`src/rtl/alu_issue_ctrl.sv`:
```
// alu_issue_ctrl: issues one decoded ALU request at a time to the shared ALU,
// waits the per-op latency and returns the result over a valid/ready port.
module alu_issue_ctrl #(
  parameter int WIDTH   = 32,
  parameter int TAGW    = 5,
  parameter int MUL_LAT = 3,
  parameter int DIV_LAT = 8
) (
  input  logic             clk,
  input  logic             reset,
  input  logic             req_valid,
  output logic             req_ready,
  input  logic [3:0]       req_sel,
  input  logic [WIDTH-1:0] req_a,
  input  logic [WIDTH-1:0] req_b,
  input  logic [TAGW-1:0]  req_tag,
  output logic [3:0]       alu_sel,
  output logic [WIDTH-1:0] alu_a,
  output logic [WIDTH-1:0] alu_b,
  input  logic [WIDTH-1:0] alu_res,
  output logic             rsp_valid,
  input  logic             rsp_ready,
  output logic [WIDTH-1:0] rsp_data,
  output logic [TAGW-1:0]  rsp_tag,
  output logic             rsp_wen,
  output logic             rsp_err,
  output logic             busy
);

  localparam logic [1:0] S_IDLE = 2'd0;
  localparam logic [1:0] S_EXEC = 2'd1;
  localparam logic [1:0] S_HOLD = 2'd2;

  localparam logic [3:0] SEL_MUL = 4'b0101;
  localparam logic [3:0] SEL_DIV = 4'b1000;
  localparam logic [3:0] SEL_NOP = 4'b1101;

  localparam int MAX_LAT =
    (MUL_LAT > DIV_LAT) ? MUL_LAT : DIV_LAT;
  localparam int CW = $clog2(MAX_LAT) + 1;

  localparam logic [CW-1:0] CNT_MUL = CW'(MUL_LAT - 1);
  localparam logic [CW-1:0] CNT_DIV = CW'(DIV_LAT - 1);

  logic [1:0]    state;
  logic [CW-1:0] cnt;

  logic          sel_legal;
  logic          byp;
  logic          byp_err;
  logic          byp_ones;
  logic          b_zero;
  logic [CW-1:0] cnt_load;

  logic          accept;
  logic          finish;
  logic          release_rsp;

  assign req_ready = (state == S_IDLE);
  assign busy      = (state != S_IDLE);

  assign accept      = (state == S_IDLE) && req_valid;
  assign finish      = (state == S_EXEC) && (cnt == '0);
  assign release_rsp = (state == S_HOLD) && rsp_ready;

  assign b_zero = (req_b == '0);

  // Classify the incoming selector: legality, bypass kind and latency load.
  always_comb begin
    sel_legal = 1'b0;
    byp       = 1'b0;
    byp_err   = 1'b0;
    byp_ones  = 1'b0;
    cnt_load  = '0;
    case (req_sel)
      4'b0000, 4'b0001, 4'b0010, 4'b0100,
      4'b0101, 4'b0110, 4'b0111, 4'b1000,
      4'b1001, 4'b1011, 4'b1100, 4'b1101:
        sel_legal = 1'b1;
      default:
        sel_legal = 1'b0;
    endcase
    unique case (1'b1)
      !sel_legal: begin
        byp     = 1'b1;
        byp_err = 1'b1;
      end
      (req_sel == SEL_NOP): begin
        byp = 1'b1;
      end
      (req_sel == SEL_DIV) && b_zero: begin
        byp      = 1'b1;
        byp_err  = 1'b1;
        byp_ones = 1'b1;
      end
      (req_sel == SEL_MUL): begin
        cnt_load = CNT_MUL;
      end
      (req_sel == SEL_DIV) && !b_zero: begin
        cnt_load = CNT_DIV;
      end
      default: begin
        cnt_load = '0;
      end
    endcase
  end

  // Control state: bypass ops jump straight to HOLD on the accept edge.
  always_ff @(posedge clk) begin
    if (reset) begin
      state <= S_IDLE;
    end else begin
      unique case (state)
        S_IDLE: begin
          if (req_valid) begin
            state <= byp ? S_HOLD : S_EXEC;
          end
        end
        S_EXEC: begin
          if (cnt == '0) begin
            state <= S_HOLD;
          end
        end
        S_HOLD: begin
          if (rsp_ready) begin
            state <= S_IDLE;
          end
        end
        default: begin
          state <= S_IDLE;
        end
      endcase
    end
  end

  // Latency counter: loaded only on accept, so it never wraps.
  always_ff @(posedge clk) begin
    if (reset) begin
      cnt <= '0;
    end else if (accept) begin
      cnt <= cnt_load;
    end else if ((state == S_EXEC) && (cnt != '0)) begin
      cnt <= cnt - 1'b1;
    end
  end

  // ALU drive: held stable through EXEC, parked on no-op otherwise.
  always_ff @(posedge clk) begin
    if (reset) begin
      alu_sel <= SEL_NOP;
      alu_a   <= '0;
      alu_b   <= '0;
    end else if (accept) begin
      alu_sel <= byp ? SEL_NOP : req_sel;
      alu_a   <= req_a;
      alu_b   <= req_b;
    end else if (release_rsp) begin
      alu_sel <= SEL_NOP;
    end
  end

  // Response tag is captured on accept for every request kind.
  always_ff @(posedge clk) begin
    if (reset) begin
      rsp_tag <= '0;
    end else if (accept) begin
      rsp_tag <= req_tag;
    end
  end

  // Response payload and valid: bypass fills it on accept, EXEC on finish.
  always_ff @(posedge clk) begin
    if (reset) begin
      rsp_valid <= 1'b0;
      rsp_data  <= '0;
      rsp_wen   <= 1'b0;
      rsp_err   <= 1'b0;
    end else if (accept && byp) begin
      rsp_valid <= 1'b1;
      rsp_data  <= byp_ones ? '1 : '0;
      rsp_wen   <= 1'b0;
      rsp_err   <= byp_err;
    end else if (finish) begin
      rsp_valid <= 1'b1;
      rsp_data  <= alu_res;
      rsp_wen   <= 1'b1;
      rsp_err   <= 1'b0;
    end else if (release_rsp) begin
      rsp_valid <= 1'b0;
    end
  end

endmodule

```
`config.mk`:
```
export PLATFORM = sky130hd
export DESIGN_NAME = alu_issue_ctrl
export DESIGN_NICKNAME = d
export VERILOG_FILES = /design/src/rtl/alu_issue_ctrl.sv
export SDC_FILE = /design/constraint.sdc
export NUM_CORES = 1
export LEC_CHECK = 0
export BUFFER_PORTS_ARGS = -buffer_cell sky130_fd_sc_hd__buf_2
export CAP_MARGIN = 0
export CORE_MARGIN = 5
export CORE_UTILIZATION = 35
export DETAILED_ROUTE_END_ITERATION = 8
export REMOVE_ABC_BUFFERS = 1
export SLEW_MARGIN = 20
export SYNTH_ARGS = -nofsm -noshare
export SYNTH_HDL_FRONTEND = slang
export SYNTH_SLANG_ARGS = --single-unit
```
`constraint.sdc`:
```
create_clock -name clk -period 2.56 [get_ports clk]
set_input_delay 0.384 -clock clk [delete_from_list [all_inputs] [get_ports clk]]
set_output_delay 0.384 -clock clk [all_outputs]
set_load 0.01 [all_outputs]
```
# Yosys cells after proc, flatten, opt, wreduce, memory -nomap -nowiden

Memory sizes are Yosys's and may differ from the RTL's.
Index checks and enable logic that the tools add are counted.

Register bits after elaboration: 114
ROM bits: 16
Input bits: 109
Output and inout bits: 110
Logic and storage cells: 64
Memories kept: 1

Memories:

| name            | words | width | rd ports | clocked after Yosys merged registers in | write ports | line | text |
|---|---|---|---|---|---|---|---|
| (no name shown) | 16    | 1     | 1        | 0                                       | 0           | 75   | `case (req_sel)` |

Add/sub/neg operators: 1
Eq/ne operators: 8
Multiplexer cells: 22
Reductions and logical operators: 22

Operators by type and width:

| kind                                                 | number |
|---|---|
| 2-to-1 mux 32 bit                                    | 3 |
| logical NOT 32 bit                                   | 1 |
| 2-to-1 mux 4 bit                                     | 5 |
| equality test 4 bit (second input constant)          | 2 |
| 2-to-1 mux 1 bit                                     | 8 |
| 2-to-1 mux 2 bit                                     | 4 |
| nonzero test 2 bit                                   | 4 |
| logical AND 1 bit                                    | 7 |
| != test 2 bit (second input constant)                | 3 |
| case mux 2 bit (3 select lines)                      | 1 |
| case mux 3 bit (2 select lines)                      | 1 |
| equality test 4 x 3 -> 1 bit (second input constant) | 1 |
| logical NOT 4 bit                                    | 1 |
| nonzero test 4 bit                                   | 1 |
| OR reduction 2 bit                                   | 2 |
| subtractor 4 x 1 -> 4 bit (second input constant)    | 1 |
| AND reduction 3 bit                                  | 1 |
| nonzero test 3 bit                                   | 1 |
| OR reduction 3 bit                                   | 1 |
| equality test 2 x 1 -> 1 bit (second input constant) | 1 |
| equality test 2 bit (second input constant)          | 1 |
| logical NOT 1 bit                                    | 2 |
| logical NOT 2 bit                                    | 1 |

# Longest topological paths before layout

Gate-level depths: netlist of the first run.

Depth in word-level cells: 7
Mapped depth: 8
Depth with buffers taken out: 6

# Least setup slack after synthesis of the first run

Ideal clock, no wire load.

Kind: input -> register
Start point: input req_sel[3]
End point: register rsp_data[22]
Library setup time: 89 ps
Data arrival time: 1,900 ps
Slack: 571 ps
Cell stages on the path: 7
Path buffers: 3
Cell sequence: buf_2 or3b_1 nor3_2 or3b_1 buf_6 buf_6 a311oi_2

Longest elaborated chain between the ends: 6
Elaborated cells on any way between the ends: 12

Ends and longest elaborated chain:

| element                                                    | line   | text |
|---|---|---|
| start, declared                                            | 13     | `input logic [3:0] req_sel,` |
| memory (16 x 1 bit) or equality test 4 bit (tied branches) | n/a    |  |
| logical NOT 1 bit or logical AND 1 bit (tied branches)     | 84, 91 |  |
| OR reduction 3 bit (no source line)                        | n/a    |  |
| 2-to-1 mux 1 bit                                           | 83     | `unique case (1'b1)` |
| logical AND 1 bit                                          | 178    | `end else if (accept && byp) begin` |
| 2-to-1 mux 32 bit or nonzero test 2 bit (tied branches)    | n/a    |  |
| end signal, assigned                                       | 180    | `rsp_data <= byp_ones ? '1 : '0;` |
| end signal, assigned                                       | 185    | `rsp_data <= alu_res;` |
| end, declared                                              | 23     | `output logic [WIDTH-1:0] rsp_data,` |

Several ways; a longest one is shown, not always the timed one.
A chain may end at the register's enable or synchronous reset.

# Worst setup path after layout of the first run

Start point: register state[1]
End point: register rsp_data[1]

Longest elaborated chain between the ends: 4
Elaborated cells on any way between the ends: 7

Ends and longest elaborated chain:

| element                                                 | line | text |
|---|---|---|
| start, declared                                         | 45   | `logic [1:0] state;` |
| start signal, assigned                                  | 116  | `state <= byp ? S_HOLD : S_EXEC;` |
| logical NOT 2 bit                                       | 62   | `assign accept = (state == S_IDLE) && req_valid;` |
| logical AND 1 bit                                       | 62   |  |
| logical AND 1 bit                                       | 178  |  |
| 2-to-1 mux 32 bit or nonzero test 2 bit (tied branches) | n/a  |  |

Several ways; a longest one is shown, not always the timed one.

==> results of run 1 <==
## layout make-up
| type | count | share of cell area, % |
|---|---|---|
| Multi-Input combinational cell | 349 | 31.0 |
| Timing Repair Buffer | 227 | 19.0 |
| Inverter | 36 | 2.14 |
| Sequential cell | 114 | 36.2 |
| Clock inverter | 6 | 0.477 |
| Clock buffer | 26 | 7.77 |
| Tap cell | 172 | 3.42 |
## layer usage
layer / global-route usage, % / routed length, um / up-vias
met1: 21.5 / 5860 / 2064
met3: 8.58 / 1590 / 19
met4: 7.12 / 241 / 0
met5: 0 / 0 / -
li1: - / - / 2246
met2: 27.0 / 6020 / 192
## metrics by stage
| stage | hold WS [ns] | setup slack (ns) | cell area, sq um | total power (W) | utilization [%] |
|---|---|---|---|---|---|
| after global placement | 0.440 | 0.255 | 5780 | 0.00293 | 45.4 |
| after floorplan | 0.453 | -3.91 | 4360 | 0.00254 | - |
| after CTS | 0.192 | 0.471 | 6300 | 0.00502 | 49.5 |
| after global routing | 0.188 | 0.362 | 6300 | 0.00522 | 49.5 |
| final | 0.213 | 0.480 | 6300 | 0.00496 | 49.5 |
| after detailed placement | 0.444 | 0.172 | 5780 | 0.00295 | 45.4 |
## cells in the mapped netlist
library cell,instances,area share [%]
a31oi_1,3,0.41
o21ai_0,6,0.66
and2_1,1,0.14
buf_2,6,0.66
a211oi_1,1,0.16
a21bo_2,1,0.22
nor4_1,11,1.5
a2111oi_0,3,0.58
xor2_1,2,0.38
nor3b_1,4,0.66
a21oi_1,76,8.3
a21o_1,1,0.16
o21bai_1,1,0.16
ha_1,1,0.27
clkbuf_1,33,2.7
or3b_1,3,0.58
nand3b_1,1,0.16
o211ai_1,1,0.16
a311oi_2,26,8.6
nand4_1,2,0.27
and3b_1,1,0.19
buf_6,4,0.99
nor2_1,33,2.7
dfxtp_1,114,50
nand2b_1,2,0.27
a22oi_1,2,0.33
inv_1,36,3.0
nand2_1,141,12
nor2b_1,2,0.27
buf_1,1,0.082
or2_2,1,0.14
or4_1,1,0.16
or3b_2,2,0.38
a311oi_1,7,1.3
nand3_1,4,0.44
nor4bb_1,1,0.22
nor3_1,5,0.55
nor3_2,1,0.22
a311o_1,1,0.22
or3_1,1,0.14
## state kept, by name (all words and copies together) (netlist names)
signal / cells
alu_b: 32
rsp_data: 32
rsp_valid: 1
alu_a: 32
cnt: 4
state: 2
alu_sel: 4
rsp_wen: 1
rsp_err: 1
rsp_tag: 5
## how the worst max path moves through the flow
stage | slack (ns) | cells after the start | end | startpoint
finish | 0.48 | 5 | rsp_data[1] | state[1]
global route | 0.36 | 5 | rsp_data[1] | state[1]
CTS | 0.47 | 5 | rsp_data[1] | state[1]
detailed placement | 0.17 | 6 | rsp_data[1] | req_b[15]
global placement | 0.26 | 6 | rsp_data[2] | req_b[16]
floorplan | -3.91 | 4 | rsp_wen | state[1]
## report_power, final
part	total [W]	internal, W	leakage, nW	switching (W)
sequential	0.00203	0.00195	0.937	0.0000872
combinational	0.000873	0.000358	1.65	0.000514
clock	0.00205	0.00130	0.262	0.000755
total	0.00496	0.00360	2.84	0.00136
## cell families (layout without fill, tap and decap cells)
logic type / after synthesis / after routing / synth area share, %
XOR/XNOR: 2 / 2 / 0.384
flip-flops: 114 / 114 / 50.0
adder cells (fa/ha/maj): 1 / 1 / 0.274
AND/OR/NAND/NOR: 217 / 217 / 20.6
AO/OA/AOI/OAI: 129 / 129 / 21.3
buffers and inverters: 80 / 295 / 7.40
## tightest hold or removal path: stages
cell and delay [ns]:
buf_2 0.09, nand2_1 0.04, a21oi_1 0.05
==> impl_metrics.toml, run 1 <==
[place]
gp_congestion = 0.813
portBuffers = 218
place_hpwl_um = 9950
place_inst = 898

[sta]
min_period_ns = 2.08
tightest_slew_ns = 0.772
slew_headroom_pct = 48.5
rsz0062_at_grt = "no"
maxSlewViolCount = 0
hold_viol = 0
fin_crit_sh_pct = 81.2
skew_ns = 0.00619
setup_viol = 0
fmax_ghz = 0.481
fin_setup_tns_ns = 0

[floorplan]
core_area_sq_um = 12700
die_x_um = 124
die_y_um = 124
initial_core_util_pct = 35.9
rows = 41
num_io_pins = 219
dieArea_sq_um = 15400

[layout]
nNetsFinal = 855
seqCellArea_sq_um = 2280
synthToLayoutAreaGrowth_pct = 38.1
multi_input_area_sq_um = 1950
mostFrequentLayoutCells = "buf_2, nand2_1, dfxtp_1"
antennaDiodeCount = 0
final_common_cell = "buf_2"
fin_cells = 930
fill_cells = 1289
drive_above_1_share_pct = 38.0

[job]
maxCapViolCount = 0

[grt]
grt_overflow = 0
grt_first_pass_wirelength_um = 21300
grt_max_degree = 77
grt_pass1_vias = 4296
antenna_found_initial = 0
grt_use_total_pct = 17.7

[worst_hold_path]
min_from = "req_a[22]"
min_to = "alu_a[22]"
hp-class = "input pin to flop"
holdPathStages = 3

[clock_network]
cts-root-buf = "clkbuf_16"
cts.path.max_buffers = 2
cts.sinks = 114
cts_tree = "built"
cts_inserted_buffers = 17
path_clk_slew_ns = 0.05
post-cts-setup-buffers = 0
cts_hold_buf = 0
cts-resized-gates = 0
cts.htree.levels = 4
clock_latency_ns = 0.41

[route]
wl_per_cell_um = 14.7
drt_iter0_drc = 178
wirelength_um = 13700
drt_first_pass_iters = 5
final_antenna_net_count = 0
avgViaCountPerCell = 4.86
drcViolationCount = 0
route.vias.total = 4521

[critical_path]
r2r_setup_slack_ns = 0.48
required_ns = 2.87
crit_arrival_ns = 2.39
start_kind = "flop"
crit_buf_inv = 1
worstReg2RegStart = "state[1]"
slowest_stage = "or3b_2"
crit_type = "flop to flop"
worstPathCellList = "or3b_2, nor3_2, or3b_1, buf_12, a311oi_1"
critPathMaxFanout = 36
end_kind = "flop"
timing.rr.end = "rsp_data[1]"
r2r_cells = 5
cp_top_family = "simple AND/OR/NAND/NOR gates"
slowest_delay_ns = 0.53

[synthesis]
syn_area_sq_um = 4560
ys_types = 40
yosysWarnings = 0
syn_area_per_cell_sq_um = 8.40
synth-seq-cells = 114
seq_area_frac_synth_pct = 50.0
netlist_instances = 543

[power]
vdd_drop_max_mv = 0.424
leakagePower_nw = 2.84
power_density_nw_per_um2 = 787

[run_status]
status = "complete, no violations"
No activity file was read; power rests on OpenSTA's default activity.
==> run 2: changes to the inputs <==
==> constraint.sdc (replaced) <==
create_clock -name clk -period 2.1 [get_ports clk]
set_input_delay 0.315 -clock clk [delete_from_list [all_inputs] [get_ports clk]]
set_output_delay 0.315 -clock clk [all_outputs]
set_load 0.01 [all_outputs]
==> run 2 against run 1 <==
Compared with the run above:
- sequential share of layout area fell by 0.96 points
- cell area rose by 2.7%
- clock skew barely moved
- flip-flop and latch count did not move
- critical endpoint is now rsp_data[2]
- largest cell class unchanged
==> impl_metrics.toml, run 2 (synthesized netlist as in run 1, its figures left out) <==
[run_status]
status = "complete, no violations"

[place]
portBuffers = 218
place_hpwl_um = 9680
gp_congestion = 0.818
postPlaceCellArea_sq_um = 5850

[sta]
min_period_ns = 1.99
skew_ns = 0.00574
slew_headroom_pct = 54.0
hold_viol = 0
fmax_ghz = 0.503
maxSlewViolCount = 0
fin_crit_sh_pct = 94.7
setup_viol = 0
timing.hold.ws_ns = 0.145
rsz0062_at_grt = "no"
tightest_slew_ns = 0.690

[layout]
fin_area_sq_um = 6470
antennaDiodeCount = 0
mostFrequentLayoutCells = "buf_2, nand2_1, dfxtp_1"
reg_top3 = "alu_a: 32 flops, alu_b: 32 flops, rsp_data: 32 flops"
drive_above_1_share_pct = 39.0
final_common_cell = "buf_2"
synthToLayoutAreaGrowth_pct = 41.8
nNetsFinal = 861

[floorplan]
core_area_sq_um = 12700
die_x_um = 124
initial_core_util_pct = 35.9
dieArea_sq_um = 15400
num_io_pins = 219
die_y_um = 124
rows = 41

[grt]
grt_overflow = 0
grt_use_total_pct = 17.0
grt_max_degree = 77
use_met2_pct = 26.2
met3_usage_pct = 8.95
grt_most_used_layer = "met2"
met1_usage_pct = 20.1
grt_first_pass_wirelength_um = 20400
antenna_found_initial = 1
grt_pass1_vias = 4230

[route]
route.vias.total = 4448
drt_iter0_drc = 231
final_antenna_net_count = 0
avgViaCountPerCell = 4.75
drt_first_pass_iters = 4
wirelength_um = 13300
wl_per_cell_um = 14.2
drcViolationCount = 0

[clock_network]
cts_hold_buf = 0
cts_tree = "built"
clock_latency_ns = 0.40
cts_inserted_buffers = 17
cts-root-buf = "clkbuf_16"
post-cts-setup-buffers = 0
cts.path.max_buffers = 2
path_clk_slew_ns = 0.05
cts.sinks = 114
cts.htree.levels = 4

[critical_path]
start_kind = "flop"
crit_type = "flop to flop"
required_ns = 2.41
critPathMaxFanout = 36
crit_arrival_ns = 2.30
end_kind = "flop"

[job]
maxCapViolCount = 0

[worst_hold_path]
hp-class = "input pin to flop"

[power]
power_density_nw_per_um2 = 1010
vdd_drop_max_mv = 0.480
leakagePower_nw = 2.91
## run 2: cell count changes in the layout (fill, tap and decap cells not counted)
| cell | change |
|---|---|
| clkbuf_1 | -2 |
| clkinv_2 | -3 |
| buf_12 | +2 |
| bufinv_16 | +4 |
| a311oi_1 | -1 |
| clkbuf_8 | -2 |
| buf_4 | +4 |
| or3b_1 | -1 |
| clkinvlp_4 | +3 |
| a311oi_2 | +1 |
| or3b_4 | +1 |
## run 2: cell type report
type	count	area (sq um)
sequential	114	2280
inverter	36	135
tap	172	215
clock inverter	10	158
fill	1256	6250
multi-input combinational	349	1960
clock buffer	22	454
timing repair buffer	233	1270
## run 2: per-layer routing
layer  part of all wire, %  up-vias
met5                 0.098        -
li1                      -     2248
met3                    13       18
met4                   1.1        2
met1                    41     1996
met2                    45      184
## run 2: where the power goes
part           leakage [nW]  switching [W]  internal [W]
logic                  1.69       0.000626      0.000462
registers             0.937       0.000102       0.00237
clock network         0.290       0.000959       0.00201
## run 2: path summary, 6_finish.rpt
check                           startpoint          end  slack [ns]  cells after the start
worst max-delay path              state[1]  rsp_data[2]        0.11                      5
worst max register to register    state[1]  rsp_data[2]        0.11                      5
worst min register to register    alu_a[1]     alu_a[1]        0.45                      2
worst min-delay path            req_tag[0]   rsp_tag[0]        0.14                      3
## run 2: stage by stage
stage	cells	setup TNS, ns	util (%)	worst slack [ns]	power (W)
floorplan	499	-360.22	-	-4.37	0.00309
global placement	904	-3.96	46.0	-0.135	0.00360
finish	936	0	50.9	0.112	0.00653
detailed placement	904	-5.52	46.0	-0.198	0.00361
global route	936	0	50.9	0.00201	0.00686
CTS	936	0	50.8	0.0820	0.00662
## run 2: critical path: stages, from the launching register on
cell      delay [ns]
dfxtp_1         0.31
or3b_2          0.49
nor3_2          0.19
or3b_4          0.42
buf_12          0.20
a311oi_1        0.27
## run 2: timing repair
| action | CTS | global route |
|---|---|---|
| setup endpoints to repair | 0 | 3 |
| hold endpoints to repair | 0 | 0 |
| resized for setup | 0 | 2 |
